`src/rtl/sram_controller.sv`:
```
// Cache-side word write / block read engine over a 16-bit async SRAM; write ready at 2*AC+1, read at 4*AC+1.
// No backpressure: request is a level held until the one-cycle ready pulse, inputs latched on accept.
module sram_controller #(
  parameter int BASE_ADDR     = 1024,
  parameter int ACCESS_CYCLES = 2
) (
  input  logic        clk,
  input  logic        rst_n,
  input  logic [31:0] address,
  input  logic [31:0] wdata,
  input  logic        write_en,
  input  logic        read_en,
  output logic [63:0] rdata,
  output logic        ready,
  output logic [17:0] sram_addr,
  output logic [15:0] sram_dq_out,
  output logic        sram_dq_oe,
  input  logic [15:0] sram_dq_in,
  output logic        sram_we_n,
  output logic        sram_oe_n
);

  typedef enum logic [1:0] {IDLE, WRITE, READ, DONE} state_t;

  // wrd is the word offset from BASE_ADDR; its upper bits form the block index
  typedef struct packed {
    logic [16:0] wrd;
    logic [31:0] wdata;
  } req_t;

  state_t      state, state_nxt;
  req_t        req;
  logic [1:0]  beat;
  logic [3:0]  cyc;
  logic [15:0] hw0, hw1, hw2;
  logic        last_cyc;
  logic        start;

  assign last_cyc = (cyc == 4'(ACCESS_CYCLES - 1));
  assign start    = (state == IDLE) && (write_en || read_en);

  always_ff @(posedge clk or negedge rst_n) begin
    if (!rst_n) state <= IDLE;
    else        state <= state_nxt;
  end

  always_comb begin
    state_nxt   = state;
    ready       = 1'b0;
    sram_addr   = 18'd0;
    sram_dq_out = 16'd0;
    sram_dq_oe  = 1'b0;
    sram_we_n   = 1'b1;
    sram_oe_n   = 1'b1;
    case (state)
      IDLE: begin
        if (write_en)     state_nxt = WRITE;
        else if (read_en) state_nxt = READ;
      end
      WRITE: begin
        sram_addr   = {req.wrd, beat[0]};
        sram_dq_out = beat[0] ? req.wdata[31:16] : req.wdata[15:0];
        sram_dq_oe  = 1'b1;
        // release the strobe on the final cycle so every beat ends with a rising edge
        sram_we_n   = last_cyc;
        if (last_cyc && beat[0]) state_nxt = DONE;
      end
      READ: begin
        sram_addr = {req.wrd[16:1], beat};
        sram_oe_n = 1'b0;
        if (last_cyc && (beat == 2'd3)) state_nxt = DONE;
      end
      DONE: begin
        ready     = 1'b1;
        state_nxt = IDLE;
      end
      default: state_nxt = IDLE;
    endcase
  end

  always_ff @(posedge clk or negedge rst_n) begin
    if (!rst_n) begin
      req   <= '0;
      beat  <= 2'd0;
      cyc   <= 4'd0;
      hw0   <= 16'd0;
      hw1   <= 16'd0;
      hw2   <= 16'd0;
      rdata <= 64'd0;
    end else begin
      if (start) begin
        // BASE_ADDR is 8-byte aligned, so subtracting at word granularity cannot borrow
        req   <= '{wrd: address[18:2] - 17'(BASE_ADDR >> 2), wdata: wdata};
        beat  <= 2'd0;
        cyc   <= 4'd0;
      end else if (state == WRITE || state == READ) begin
        if (last_cyc) begin
          cyc  <= 4'd0;
          beat <= beat + 2'd1;
        end else begin
          cyc  <= cyc + 4'd1;
        end
      end
      if (state == READ && last_cyc) begin
        case (beat)
          2'd0: hw0 <= sram_dq_in;
          2'd1: hw1 <= sram_dq_in;
          2'd2: hw2 <= sram_dq_in;
          // the final halfword goes straight into rdata so it is valid on entry to DONE
          default: rdata <= req.wrd[0] ? {sram_dq_in, hw2, hw1, hw0}
                                       : {hw1, hw0, sram_dq_in, hw2};
        endcase
      end
    end
  end

endmodule
```
`config.mk`:
```
export PLATFORM = sky130hd
export DESIGN_NAME = sram_controller
export DESIGN_NICKNAME = d
export VERILOG_FILES = /design/src/rtl/sram_controller.sv
export SDC_FILE = /design/constraint.sdc
export NUM_CORES = 1
export LEC_CHECK = 0
export ABC_AREA = 1
export CAP_MARGIN = 30
export CORE_AREA = 3 3 181 183
export CTS_CLUSTER_DIAMETER = 40
export DETAILED_ROUTE_END_ITERATION = 12
export DIE_AREA = 0 0 184 186
export SLEW_MARGIN = 10
export SYNTH_ARGS = -nofsm -noshare
export SYNTH_HDL_FRONTEND = slang
export SYNTH_SLANG_ARGS = --single-unit
```
`constraint.sdc`:
```
create_clock -name clk -period 2.05 [get_ports clk]
set_input_delay 0.205 -clock clk [delete_from_list [all_inputs] [get_ports clk]]
set_output_delay 0.205 -clock clk [all_outputs]
set_load 0.1 [all_outputs]
```
==> summary.txt <==
Worst setup path
  – Count of buffering cells on the critical path with inverters included: 5
  – Ordered list of cells on the worst path: inv_2 -> ha_4 -> buf_12 -> inv_1 -> a21oi_2 -> inv_1 -> buf_12
  – Startpoint kind of the worst setup timing path: register
  – Critical Path Sink Type: output port
  – Reg2Reg Capture Point: rdata[38]
  – Count of cells along the worst register-to-register path: 9
  – Critical Setup Path Class: register to output port
  – Largest stage delay on the critical path: 0.41 ns
  – Crit Path Max Fanout: 14
  – Worst r2r src: state[0]
  – Largest delay share family, worst path: buffers and inverters
  – Slowest stage cell, crit path: sky130_fd_sc_hd__dfrtp_1
  – FF-to-FF setup slack: 0.20 ns
  – Worst EP arrival: 1.79 ns
  – Worst path required time: 1.85 ns

STA
  – Tcrit/Tclk final: 0.972
  – Worst clock skew: 0.0171 ns
  – Least-Margin Pin Slew: 0.597 ns
  – RSZ-0062 raised after global routing: yes
  – Setup-failing EPs final: 0
  – Relative max-transition margin: 0.602
  – Worst Setup Slack, final: 0.0574 ns
  – Min cycle time layout: 1.99 ns
  – Achievable clock frequency: 0.502 GHz
  – Count of endpoints failing hold in the final timing report: 0
  – Pins Over Slew Limit: 0

Placement
  – Pre-CTS worst setup slack: 0.156 ns
  – Input/output buffers: 170
  – Placed Instances: 1533
  – GP Congestion: 0.776
  – HPWL after detailed placement: 15900 um

Synthesis
  – Distinct cell type count of the synthesized netlist: 25
  – Area leader, netlist: sky130_fd_sc_hd__dfrtp_1
  – Most frequent cell after synthesis: sky130_fd_sc_hd__nand2_1
  – Number of synthesis warnings: 0
  – Mapped Nets: 1087
  – Main flop type after synthesis: sky130_fd_sc_hd__dfrtp_1
  – Synth area leaders: sky130_fd_sc_hd__dfrtp_1 (54%), sky130_fd_sc_hd__nand2_1 (14%), sky130_fd_sc_hd__o21ai_0 (7.6%), sky130_fd_sc_hd__inv_1 (6.2%), sky130_fd_sc_hd__nor2_1 (4.3%)
  – Number of synthesized flops with an enable pin: 0
  – Share of the yosys chip area belonging to registers: 0.540
  – Netlist Area Pre-Place: 7830 sq um
  – Proportion of netlist area held by the largest area contributor: 0.540
  – Share of synthesized flip-flops with an asynchronous set or reset: 1.00
  – Ranking of synthesized cells by instance count: sky130_fd_sc_hd__nand2_1 (295), sky130_fd_sc_hd__dfrtp_1 (169), sky130_fd_sc_hd__inv_1 (130), sky130_fd_sc_hd__o21ai_0 (119), sky130_fd_sc_hd__nor2_1 (89)
  – Total of flip-flops plus latches after synthesis: 169
  – Count of mapped cells out of synthesis: 991
  – Avg Synthesized Cell Area: 7.90 sq um

Route
  – Detailed-route wire length per cell: 14.0 um
  – Violation count after the first detailed-routing iteration: 411
  – Average vias per placed instance: 4.23
  – Final Routed Wirelength: 22100 um
  – Vias post-DR: 6679
  – DRT antenna net count: 0
  – DR DRC count: 0
  – Number of detailed-routing iterations run before antenna repair: 4

Clock tree
  – Maximum count of clock buffers along a single path: 2
  – Clock slew at reported path FFs: 0.08 ns
  – Number of buffers inserted during clock tree synthesis: 17
  – Worst skew pair latency: 0.43 ns
  – Clk sink count: 169
  – CTS root buffer: sky130_fd_sc_hd__clkbuf_16
  – Htree depth: 4
  – CTS tree: yes

Finish
  – Count of placed standard cells in the final layout, fillers left out: 1578
  – Area Overhead vs Synth: 45.2%
  – Inserted Diodes: 0
  – Layout cell share with drive strength beyond 1: 0.188
  – Nets: 1259

Hold path
  – Type of the worst min-delay path: input pin to asynchronous set/reset pin

GRT
  – Remaining Overflow, GRT: 0
  – Number of antenna violations at the first check in global routing: 2
  – First-pass GRT wire length: 35700 um
  – GRT Util Overall: 0.133
  – Pin count of the biggest net entering global routing: 61
  – Via count of the first global-routing pass: 6641

Die
  – IO Pins: 186
  – Initial core utilization: 0.249
  – Vertical die dimension: 186 um
  – Die ar.: 34200 sq um
  – Floorplan Core Area: 31400 sq um
  – Floorplan row count: 65
  – X dimension of the die: 184 um

Run
  – Max Cap Violations: 0

Run status
  – Outcome: finished clean
==> layout make-up <==
class / count / area (sq um)
Fill cell: 3209 / 20000
Sequential cell: 169 / 4230
Multi-Input combinational cell: 638 / 3170
Timing Repair Buffer: 206 / 2330
Tap cell: 402 / 503
Inverter: 131 / 499
Clock buffer: 18 / 439
Clock inverter: 14 / 200
==> flip-flops by register name (all words and copies together), names as in the netlist <==
signal,count
rdata,64
req,49
hw0,16
hw1,16
hw2,16
cyc,4
beat,2
state,2
==> how the worst max path moves through the flow <==
stage / from / end / depth (start not counted) / slack, ns
after floorplan: state[1] / sram_addr[11] / 6 / -0.04
after global placement: state[0] / sram_addr[12] / 6 / 0.20
after detailed placement: state[0] / rdata[47] / 8 / 0.16
after CTS: state[0] / sram_addr[0] / 7 / -0.01
after global routing: state[1] / sram_we_n / 7 / -0.06
final: state[1] / sram_we_n / 7 / 0.06
==> kinds of logic (layout without fill, tap and decap cells) <==
| logic type | count (synthesis) | after routing | synth area share |
|---|---|---|---|
| AO/OA/AOI/OAI | 218 | 218 | 0.140 |
| XOR/XNOR | 3 | 3 | 0.00336 |
| adder cells (fa/ha/maj) | 12 | 12 | 0.0192 |
| buffers and inverters | 184 | 369 | 0.0980 |
| flip-flops | 169 | 169 | 0.540 |
| AND/OR/NAND/NOR | 405 | 405 | 0.199 |
==> through the flow <==
| stage | utilization | hold slack, ns | TNS [ns] | cell area, sq um |
|---|---|---|---|---|
| floorplan | - | -0.0906 | -1.28 | 8150 |
| detailed placement | 0.337 | 0.222 | 0 | 10600 |
| global placement | 0.337 | 0.218 | 0 | 10600 |
| finish | 0.362 | 0.293 | 0 | 11400 |
| CTS | 0.362 | 0.281 | -0.0296 | 11400 |
| global route | 0.362 | 0.312 | -0.659 | 11400 |
==> layer usage <==
layer | vias to the layer above | share of wire | wire [um] | global-route usage
li1 | 3418 | - | - | -
met1 | 3071 | 0.42 | 9290 | 0.160
met2 | 163 | 0.48 | 10600 | 0.224
met3 | 23 | 0.081 | 1790 | 0.0492
met4 | 4 | 0.018 | 397 | 0.0417
met5 | - | 0.0012 | 27 | 0
==> cells in the final DEF (no fill, tap or decap), types with 2 or more instances in the layout <==
cell type | netlist | layout
sky130_fd_sc_hd__clkbuf_16 | 0 | 17
sky130_fd_sc_hd__bufinv_16 | 0 | 3
sky130_fd_sc_hd__o21ai_0 | 119 | 115
sky130_fd_sc_hd__clkdlybuf4s50_1 | 0 | 67
sky130_fd_sc_hd__nand3_1 | 15 | 15
sky130_fd_sc_hd__inv_2 | 1 | 3
sky130_fd_sc_hd__inv_8 | 0 | 4
sky130_fd_sc_hd__a21oi_1 | 35 | 32
sky130_fd_sc_hd__nor2_2 | 1 | 2
sky130_fd_sc_hd__o21ai_1 | 61 | 64
sky130_fd_sc_hd__nor2_1 | 89 | 56
sky130_fd_sc_hd__a21oi_4 | 0 | 2
sky130_fd_sc_hd__inv_6 | 0 | 3
sky130_fd_sc_hd__clkinvlp_4 | 0 | 2
sky130_fd_sc_hd__inv_1 | 130 | 126
sky130_fd_sc_hd__nand2_1 | 295 | 295
sky130_fd_sc_hd__o21ai_4 | 0 | 2
sky130_fd_sc_hd__clkinv_4 | 0 | 2
sky130_fd_sc_hd__ha_1 | 12 | 9
sky130_fd_sc_hd__buf_4 | 11 | 85
sky130_fd_sc_hd__buf_6 | 3 | 6
sky130_fd_sc_hd__nor2_4 | 0 | 32
sky130_fd_sc_hd__xor2_1 | 3 | 3
sky130_fd_sc_hd__dfrtp_1 | 169 | 168
sky130_fd_sc_hd__buf_12 | 0 | 47
sky130_fd_sc_hd__ha_4 | 0 | 3
==> timing repair <==
action | 4_1_cts | 5_1_grt
gates cloned | 1 | 0
endpoints found under the setup margin | 33 | 31
hold buffers | 1 | 0
setup buffers | 10 | 3
resized for setup | 11 | 10
pin swaps | 1 | 5
hold endpoints to repair | 50 | 0
Power is left out: the tool's default activity adds up to more than one toggle a clock period on the data nets, which glitch-free logic cannot reach.
